===== src/rtl/x_in_to_single_out.sv =====
// Parallel-to-serial stage: accepts a NUM_INS-bit word over valid/ready and
// shifts it out one bit per out_en cycle, flagging the last bit and counting words.
module x_in_to_single_out #(
   parameter int NUM_INS   = 8,
   parameter bit LSB_FIRST = 1'b1,
   parameter int WCNT_W    = 16
) (
   input  logic               clk,
   input  logic               rst,
   input  logic [NUM_INS-1:0] in_data,
   input  logic               in_valid,
   output logic               in_ready,
   input  logic               out_en,
   output logic               out,
   output logic               out_valid,
   output logic               out_last,
   output logic [WCNT_W-1:0]  word_cnt
);

   localparam int               CNT_W    = (NUM_INS > 1) ? $clog2(NUM_INS) : 1;
   localparam logic [CNT_W-1:0] LAST_CNT = CNT_W'(NUM_INS - 1);

   localparam logic [0:0] IDLE  = 1'b0;
   localparam logic [0:0] SHIFT = 1'b1;

   logic [0:0]         state;
   logic [CNT_W-1:0]   cnt;
   logic [CNT_W-1:0]   idx;
   logic [NUM_INS-1:0] shreg;
   logic               accept;
   logic               advance;

   assign idx       = LSB_FIRST ? cnt : (LAST_CNT - cnt);
   assign out_valid = (state == SHIFT);
   assign out       = out_valid ? shreg[idx] : 1'b0;
   assign out_last  = out_valid && (cnt == LAST_CNT);
   // Ready during the last bit lets the next word load on the same edge (zero gap).
   assign in_ready  = !rst && ((state == IDLE) || (out_last && out_en));
   assign accept    = in_valid && in_ready;
   assign advance   = out_valid && out_en;

   // NOTE: state is updated with non-blocking assignments so every register
   // samples pre-edge values regardless of statement order.
   always_ff @(posedge clk) begin
      if (rst) begin
         state    <= IDLE;
         cnt      <= '0;
         shreg    <= '0;
         word_cnt <= '0;
      end else begin
         if (advance && out_last) begin
            word_cnt <= word_cnt + WCNT_W'(1);
         end
         if (accept) begin
            shreg <= in_data;
            cnt   <= '0;
            state <= SHIFT;
         end else if (advance) begin
            if (out_last) begin
               state <= IDLE;
               cnt   <= '0;
            end else begin
               cnt <= cnt + CNT_W'(1);
            end
         end
      end
   end

endmodule


===== config.mk =====
export PLATFORM = sky130hd
export DESIGN_NAME = x_in_to_single_out
export DESIGN_NICKNAME = d
export VERILOG_FILES = /design/src/rtl/x_in_to_single_out.sv
export SDC_FILE = /design/constraint.sdc
export NUM_CORES = 1
export LEC_CHECK = 0
export ABC_AREA = 1
export CORE_AREA = 8 8 60 62
export CTS_BUF_LIST = sky130_fd_sc_hd__clkbuf_8
export DETAILED_ROUTE_END_ITERATION = 16
export DIE_AREA = 0 0 68 70
export HOLD_SLACK_MARGIN = 0.03
export PLACE_DENSITY = 0.82
export SYNTH_ARGS = -nofsm -noshare
export SYNTH_HDL_FRONTEND = slang
export SYNTH_SLANG_ARGS = --single-unit

===== constraint.sdc =====
create_clock -name clk -period 4.6 [get_ports clk]
set_input_delay 0.92 -clock clk [delete_from_list [all_inputs] [get_ports clk]]
set_output_delay 0.92 -clock clk [all_outputs]
set_load 0.005 [all_outputs]

# Yosys cells after proc, flatten, opt, wreduce, memory -nomap -nowiden
# Cells that the tools add are included.
# word_totals
ff_bits	28
output_inout_bits	20
inputBits	12
# classes
n_bitwise	1
n_reduce_logical	12
n_eq_ne	1
n_lt_le_gt_ge	1
addsub	2
mux	7
# op_table
cell	n
adder 16 x 1 -> 16 bit, second input constant	1
logical AND 1 bit	6
2-to-1 mux 1 bit	5
< comparator 3 x 4 -> 1 bit, second input constant	1
nonzero test 2 bit	2
adder 3 x 1 -> 3 bit, second input constant	1
binary-select mux 1 bit (select 3 bit)	1
== test 3 bit, second input constant	1
2-to-1 mux 3 bit	1
AND reduction 2 bit	1
OR reduction 2 bit	1
logical NOT 1 bit	1
logical OR 1 bit	1
NOT 1 bit	1

# Logic depth before layout (Yosys ltp)
# Gate-level depths: netlist of run 1.
# depth
word_depth	8
ltp_mapped	10
ltp_nobuf	10

# Least setup slack after synthesis of run 1
# OpenSTA, ideal clock, no wires.
# synth_timing
path_kind	input -> output
from	input out_en
to	output in_ready
t_arrival_ns	1.328
slack_ns	2.352
n_path_buf	0
required_ns	3.680
cell_stages	2
path_cell_list	nand3_4 > a21oi_4
# synth_between
elab_chain_cells	3
# synth_lines
item	line_no	source
start: declaration	13	input logic out_en,
logical AND 1 bit	38	assign in_ready = !rst && ((state == IDLE) || (out_last && out_en));
logical OR 1 bit	38	
logical AND 1 bit	38	
end: declaration	12	output logic in_ready,
# Every way passes these cells.

# Worst setup path in the final report of run 1
# Same ends and word-level chain as after synthesis.

==> flow_summary.json, run 1 <==
{
  "slew_headroom_pct": 67.5,
  "crit_type": "input port to output port",
  "setup_viol": 0,
  "yosys_warnings": 0,
  "drc": 0,
  "clk_pin_slew_worst_paths_ns": 0.09,
  "grtUsageTotal_pct": 13.6,
  "avgSynthCellArea_um2": 7.12,
  "worstSkewPairLatency_ns": 0.26,
  "pre_cts_ws_ns": 1.13,
  "finalSetupTns_ns": 0,
  "core-area_um2": 2660,
  "power.density_nw_per_um2": 236,
  "gp_congestion": 0.797,
  "max_freq_mhz": 289,
  "fp.dieArea_um2": 4760,
  "period_share_pct": 75.3,
  "synth_seq_cells": 28,
  "htreeDepth": 1,
  "antennaDiodeCount": 0,
  "io_pins": 32,
  "via_count": 1304,
  "drv_cap": 0,
  "p_leak_nw": 0.680,
  "die_w_um": 68,
  "syn-cell-area_um2": 1400,
  "grt_start_max_net_pins": 16,
  "hold_buffers": 0,
  "cts_sinks": 28,
  "fin_crit_ns": 3.46,
  "cts-root-buf": "clkbuf_8",
  "clockBufferDepth": 2,
  "area_growth_pct": 26.8,
  "setup_ws_ns": 1.14,
  "cts_tree": "done",
  "drt_iter0_drc": 63,
  "post_cts_resized": 0,
  "grt_pass1_vias": 1202,
  "worst_ir_drop_vdd_mv": 0.187,
  "seqPwrFrac_pct": 60.7,
  "finalHoldViolCount": 0,
  "yosysUniqueCellTypes": 23,
  "p_clk_share_pct": 30.5,
  "worstMarginPinSlew_ns": 0.487,
  "antenna_found_initial": 0,
  "fillers": 232,
  "critPathLaunchType": "input port",
  "endpoint_kind": "output port",
  "required_ns": 3.68,
  "cts_buffers": 3,
  "nNetsFinal": 243,
  "switching_power_w": 0.0000925,
  "grt_overflow": 0,
  "firstDrtPassIters": 4,
  "drive_above_1_share_pct": 7.08,
  "rows": 19,
  "wire_per_inst_um": 12.1,
  "post_cts_buffers": 0,
  "cp_max_fo": 10,
  "vias_per_cell": 5.07,
  "grt_setup_unrepaired": "false",
  "maxSlewViolCount": 0,
  "start_util_pct": 52.4,
  "hpwl_mm": 2.35,
  "die_h_um": 70,
  "holdWs_ns": 0.469,
  "grt_pass1_wl_mm": 5.35,
  "swShare_pct": 22.1,
  "holdCritPathClass": "flop to flop",
  "arrival_ns": 2.54,
  "wirelength_mm": 3.10,
  "finalPower_w": 0.000417,
  "post-route-util_pct": 66.5,
  "ant_nets": 0,
  "outcome": "finished clean",
  "power_frac_comb_pct": 8.8,
  "io_buffers": 31,
  "finClkSkew_ns": 0.00496,
  "syn-num-nets": 211,
  "synth_cells": 196,
  "internal-power_w": 0.000325,
  "seq_area_frac_synth_pct": 40.1
}
[sequential cells by signal (all words and copies together) (netlist names)]
signal	flops
word_cnt	16
shreg	8
cnt	3
out_valid	1
[power groups by stage]
stage                     clock (W)  combinational (W)  sequential [W]
final                      0.000127          0.0000367        0.000253
after detailed placement          0          0.0000370        0.000259
after global placement            0          0.0000367        0.000259
after floorplan                   0          0.0000210        0.000257
after global routing       0.000143          0.0000412        0.000255
after CTS                  0.000132          0.0000372        0.000253
[cells by family (layout without fill, tap and decap cells)]
logic type      Yosys count  count (layout)  share of synthesized area [%]
compound gates           32              32                           12.6
flops                    28              28                           40.1
fa+ha+maj                 3               3                           2.69
buf+inv                  31              61                           8.42
simple gates            101             101                           35.5
xor+xnor                  1               1                          0.627
[critical path: stages]
cell and delay (ns):
clkdlybuf4s50_1 0.55, nand3_4 0.17, a21oi_4 0.34, clkdlybuf4s50_1 0.57
[final timing paths]
kind	startpoint	endpoint	slack (ns)	cells past startpoint
worst min register to register	shreg[2]	shreg[2]	0.47	2
worst max register to register	cnt[0]	word_cnt[14]	2.68	9
worst min-delay path	shreg[2]	shreg[2]	0.47	2
worst max-delay path	out_en	in_ready	1.14	4
[area by class of cell]
| cell class | instances | area [um^2] | area share [%] |
|---|---|---|---|
| well taps | 31 | 38.8 | 2.19 |
| repair buffers | 31 | 310 | 17.5 |
| multi-input cells | 137 | 718 | 40.6 |
| clock buffers | 3 | 41.3 | 2.33 |
| flip-flops and latches | 28 | 561 | 31.7 |
| inverters | 27 | 101 | 5.72 |
[through the flow]
step	area [um^2]	instances
after global placement	1730	254
after CTS	1770	257
after detailed placement	1730	254
final	1770	257
after floorplan	1400	196
after global routing	1770	257
[synthesized netlist by cell type, drive strengths merged]
library cell	count	area [um^2]
dfxtp	28	561
and3	1	6.26
buf	1	5.00
nor3	3	15.0
nand2	48	205
o211ai	1	7.51
nor2	23	119
inv	27	101
o21a	1	7.51
nand4	6	37.5
a21oi	18	101
nand3	20	113
xor2	1	8.76
clkbuf	3	11.3
ha	3	37.5
o21ai	12	60.1
[layer usage]
layer | vias to the layer above | GRT usage (%) | share of wire, %
met3 | 2 | 2.87 | 5.1
met2 | 22 | 20.9 | 46
met1 | 586 | 18.0 | 48
met5 | - | 0 | 0
met4 | 0 | 4.78 | 0.55
li1 | 694 | - | -
[cell usage in the layout (no fill, tap or decap), types with 4 or more instances in the layout]
| cell type | count |
|---|---|
| a21oi_1 | 17 |
| inv_1 | 27 |
| o21ai_1 | 4 |
| nand4_1 | 6 |
| nor2_4 | 4 |
| nand3_1 | 19 |
| nand2_1 | 42 |
| dfxtp_1 | 28 |
| nand2_2 | 4 |
| nor2_1 | 18 |
| clkdlybuf4s50_1 | 31 |
| o21ai_0 | 8 |
(Power assumes the default switching activity.)
==> run 2, diff against run 1 <==
--- a/config.mk
+++ b/config.mk
@@ -6,12 +6,12 @@
 export NUM_CORES = 1
 export LEC_CHECK = 0
 export ABC_AREA = 1
-export CORE_AREA = 8 8 60 62
+export CORE_AREA = 8 8 65 67
 export CTS_BUF_LIST = sky130_fd_sc_hd__clkbuf_8
 export DETAILED_ROUTE_END_ITERATION = 16
-export DIE_AREA = 0 0 68 70
+export DIE_AREA = 0 0 73 75
 export HOLD_SLACK_MARGIN = 0.03
-export PLACE_DENSITY = 0.82
+export PLACE_DENSITY = 0.73
 export SYNTH_ARGS = -nofsm -noshare
 export SYNTH_HDL_FRONTEND = slang
 export SYNTH_SLANG_ARGS = --single-unit
==> constraint.sdc (replaced) <==
create_clock -name clk -period 2.9 [get_ports clk]
set_input_delay 0.58 -clock clk [delete_from_list [all_inputs] [get_ports clk]]
set_output_delay 0.58 -clock clk [all_outputs]
set_load 0.005 [all_outputs]
==> run 2 against run 1 <==
Compared with the run above:
- count of clock-buffer cells in the layout is the same
- register-to-register slack got worse by 1.7 ns
- final cell count increased by 6.6%
- sequential power rose by 59%
- non-clock buffer count is 2 higher
- core utilization shrank 11 points
- combinational power is 65% higher
- via count grew 0.77%
- clock power grew 63%
- sequential share of layout area shrank 0.59 points
- first-iteration DRC count is 30% higher
- global-route usage down 1.8 points
- critical path type is now flop to output port
- critical endpoint unchanged
- largest cell class unchanged
- largest power group unchanged
==> flow_summary.json, run 2 (synthesized netlist as in run 1, its figures left out) <==
{
  "mostFrequentLayoutCell": "nand2_1",
  "antenna_found_initial": 0,
  "grt_setup_unrepaired": "false",
  "layout.cells.non_filler": 274,
  "design_area_um2": 1800,
  "cts-root-buf": "clkbuf_8",
  "cts_sinks": 28,
  "seqPwrFrac_pct": 60.1,
  "wire_per_inst_um": 11.3,
  "drc": 0,
  "grt_overflow": 0,
  "cp_max_fo": 11,
  "reg_top3": "word_cnt (16), shreg (8), cnt (3)",
  "internal-power_w": 0.000518,
  "io_pins": 32,
  "drv_cap": 0,
  "fillers": 320,
  "ant_nets": 0,
  "clockBufferDepth": 2,
  "crit_type": "flop to output port",
  "max_freq_mhz": 375,
  "wirelength_mm": 3.09,
  "slew_headroom_pct": 67.6,
  "endpoint_kind": "output port",
  "power.density_nw_per_um2": 371,
  "cts_tree": "done",
  "via_count": 1314,
  "arrival_ns": 2.09,
  "die_w_um": 73,
  "power_frac_comb_pct": 9.1,
  "min-delay-start": "shreg[1]",
  "vias_per_cell": 4.80,
  "area_growth_pct": 29.2,
  "firstDrtPassIters": 5,
  "placed_area_um2": 1760,
  "multi_input_area_um2": 718,
  "min_path_cells": 2,
  "holdCritPathClass": "flop to flop",
  "largest_reg_flops": 16,
  "core-area_um2": 3230,
  "fp.dieArea_um2": 5480,
  "final_cell_mix": "42 x nand2_1, 31 x clkdlybuf4s50_1, 28 x dfxtp_1",
  "start_util_pct": 43.2,
  "drive_above_1_share_pct": 7.89,
  "hpwl_mm": 2.37,
  "worst_ir_drop_vdd_mv": 0.167,
  "reg2reg_depth": 9,
  "fin_crit_ns": 2.67,
  "maxSlewViolCount": 0,
  "wl_met1_mm": 1.44,
  "rows": 21,
  "setup_viol": 0,
  "post_cts_buffers": 0,
  "critPathLaunchType": "flop",
  "gp_congestion": 0.778,
  "largest_register": "word_cnt",
  "drt_iter0_drc": 82,
  "antennaDiodeCount": 0,
  "finClkSkew_ns": 0.00125,
  "io_buffers": 31,
  "clk_pin_slew_worst_paths_ns": 0.09,
  "p_leak_nw": 0.690,
  "worstSkewPairLatency_ns": 0.27,
  "post_cts_resized": 0,
  "nNetsFinal": 245,
  "switching_power_w": 0.000152,
  "swShare_pct": 22.7,
  "outcome": "finished clean",
  "p_clk_share_pct": 30.9,
  "grtUsageTotal_pct": 11.8,
  "cts_buffers": 3,
  "r2r_start": "cnt[0]",
  "post-route-util_pct": 55.8,
  "maxUsedRoutingLayer": "met4",
  "period_share_pct": 91.9,
  "grt_pass1_wl_mm": 5.21,
  "worstMarginPinSlew_ns": 0.486,
  "grt_start_max_net_pins": 16,
  "finalHoldViolCount": 0,
  "wl_met2_mm": 1.49,
  "seq_area_um2": 561,
  "crit_start": "cnt[0]",
  "grt_pass1_vias": 1219,
  "required_ns": 2.32,
  "hold_buffers": 0,
  "die_h_um": 75,
  "htreeDepth": 1,
  "finalSetupTns_ns": 0,
  "met3WireLength_um": 134,
  "placed_cells": 271
}
[run 2: cell count changes in the layout (fill, tap and decap cells not counted), sizes merged]
cell,previous run,this run
buf,0,2
[run 2: cell type report]
class                   instances  share of cell area (%)
well taps                      46                    3.19
flip-flops and latches         28                    31.1
clock buffers                   3                    2.29
repair buffers                 33                    18.0
inverters                      27                    5.62
multi-input cells             137                    39.8
[run 2: power groups by stage]
stage | logic [W] | clock network (W) | registers (W)
floorplan | 0.0000334 | 0 | 0.000408
global placement | 0.0000608 | 0 | 0.000411
detailed placement | 0.0000614 | 0 | 0.000411
CTS | 0.0000617 | 0.000212 | 0.000402
global route | 0.0000674 | 0.000229 | 0.000404
finish | 0.0000607 | 0.000207 | 0.000402
[run 2: critical path, stage by stage (launching register included)]
cell and delay [ns]:
dfxtp_1 0.51, ha_1 0.20, ha_1 0.24, nand3_4 0.17, a21oi_4 0.18, clkdlybuf4s50_1 0.52
[run 2: worst paths after layout]
check | to | slack, ns
hold reg to reg | shreg[1] | 0.47
hold / removal | shreg[1] | 0.47
setup / recovery | in_ready | 0.23
setup reg to reg | word_cnt[14] | 1.02
[run 2: layer usage]
metal | vias to the layer above | global-route usage [%]
met5 | - | 0
met4 | 0 | 4.67
met3 | 2 | 2.93
met1 | 594 | 13.9
met2 | 21 | 20.2
li1 | 697 | -
[run 2: stage by stage]
step | total power [W] | setup slack, ns | hold WS [ns]
after floorplan | 0.000441 | 1.12 | 0.432
after global placement | 0.000471 | 0.327 | 0.447
after detailed placement | 0.000472 | 0.334 | 0.462
after CTS | 0.000676 | 0.211 | 0.475
after global routing | 0.000700 | 0.0687 | 0.504
final | 0.000670 | 0.233 | 0.474
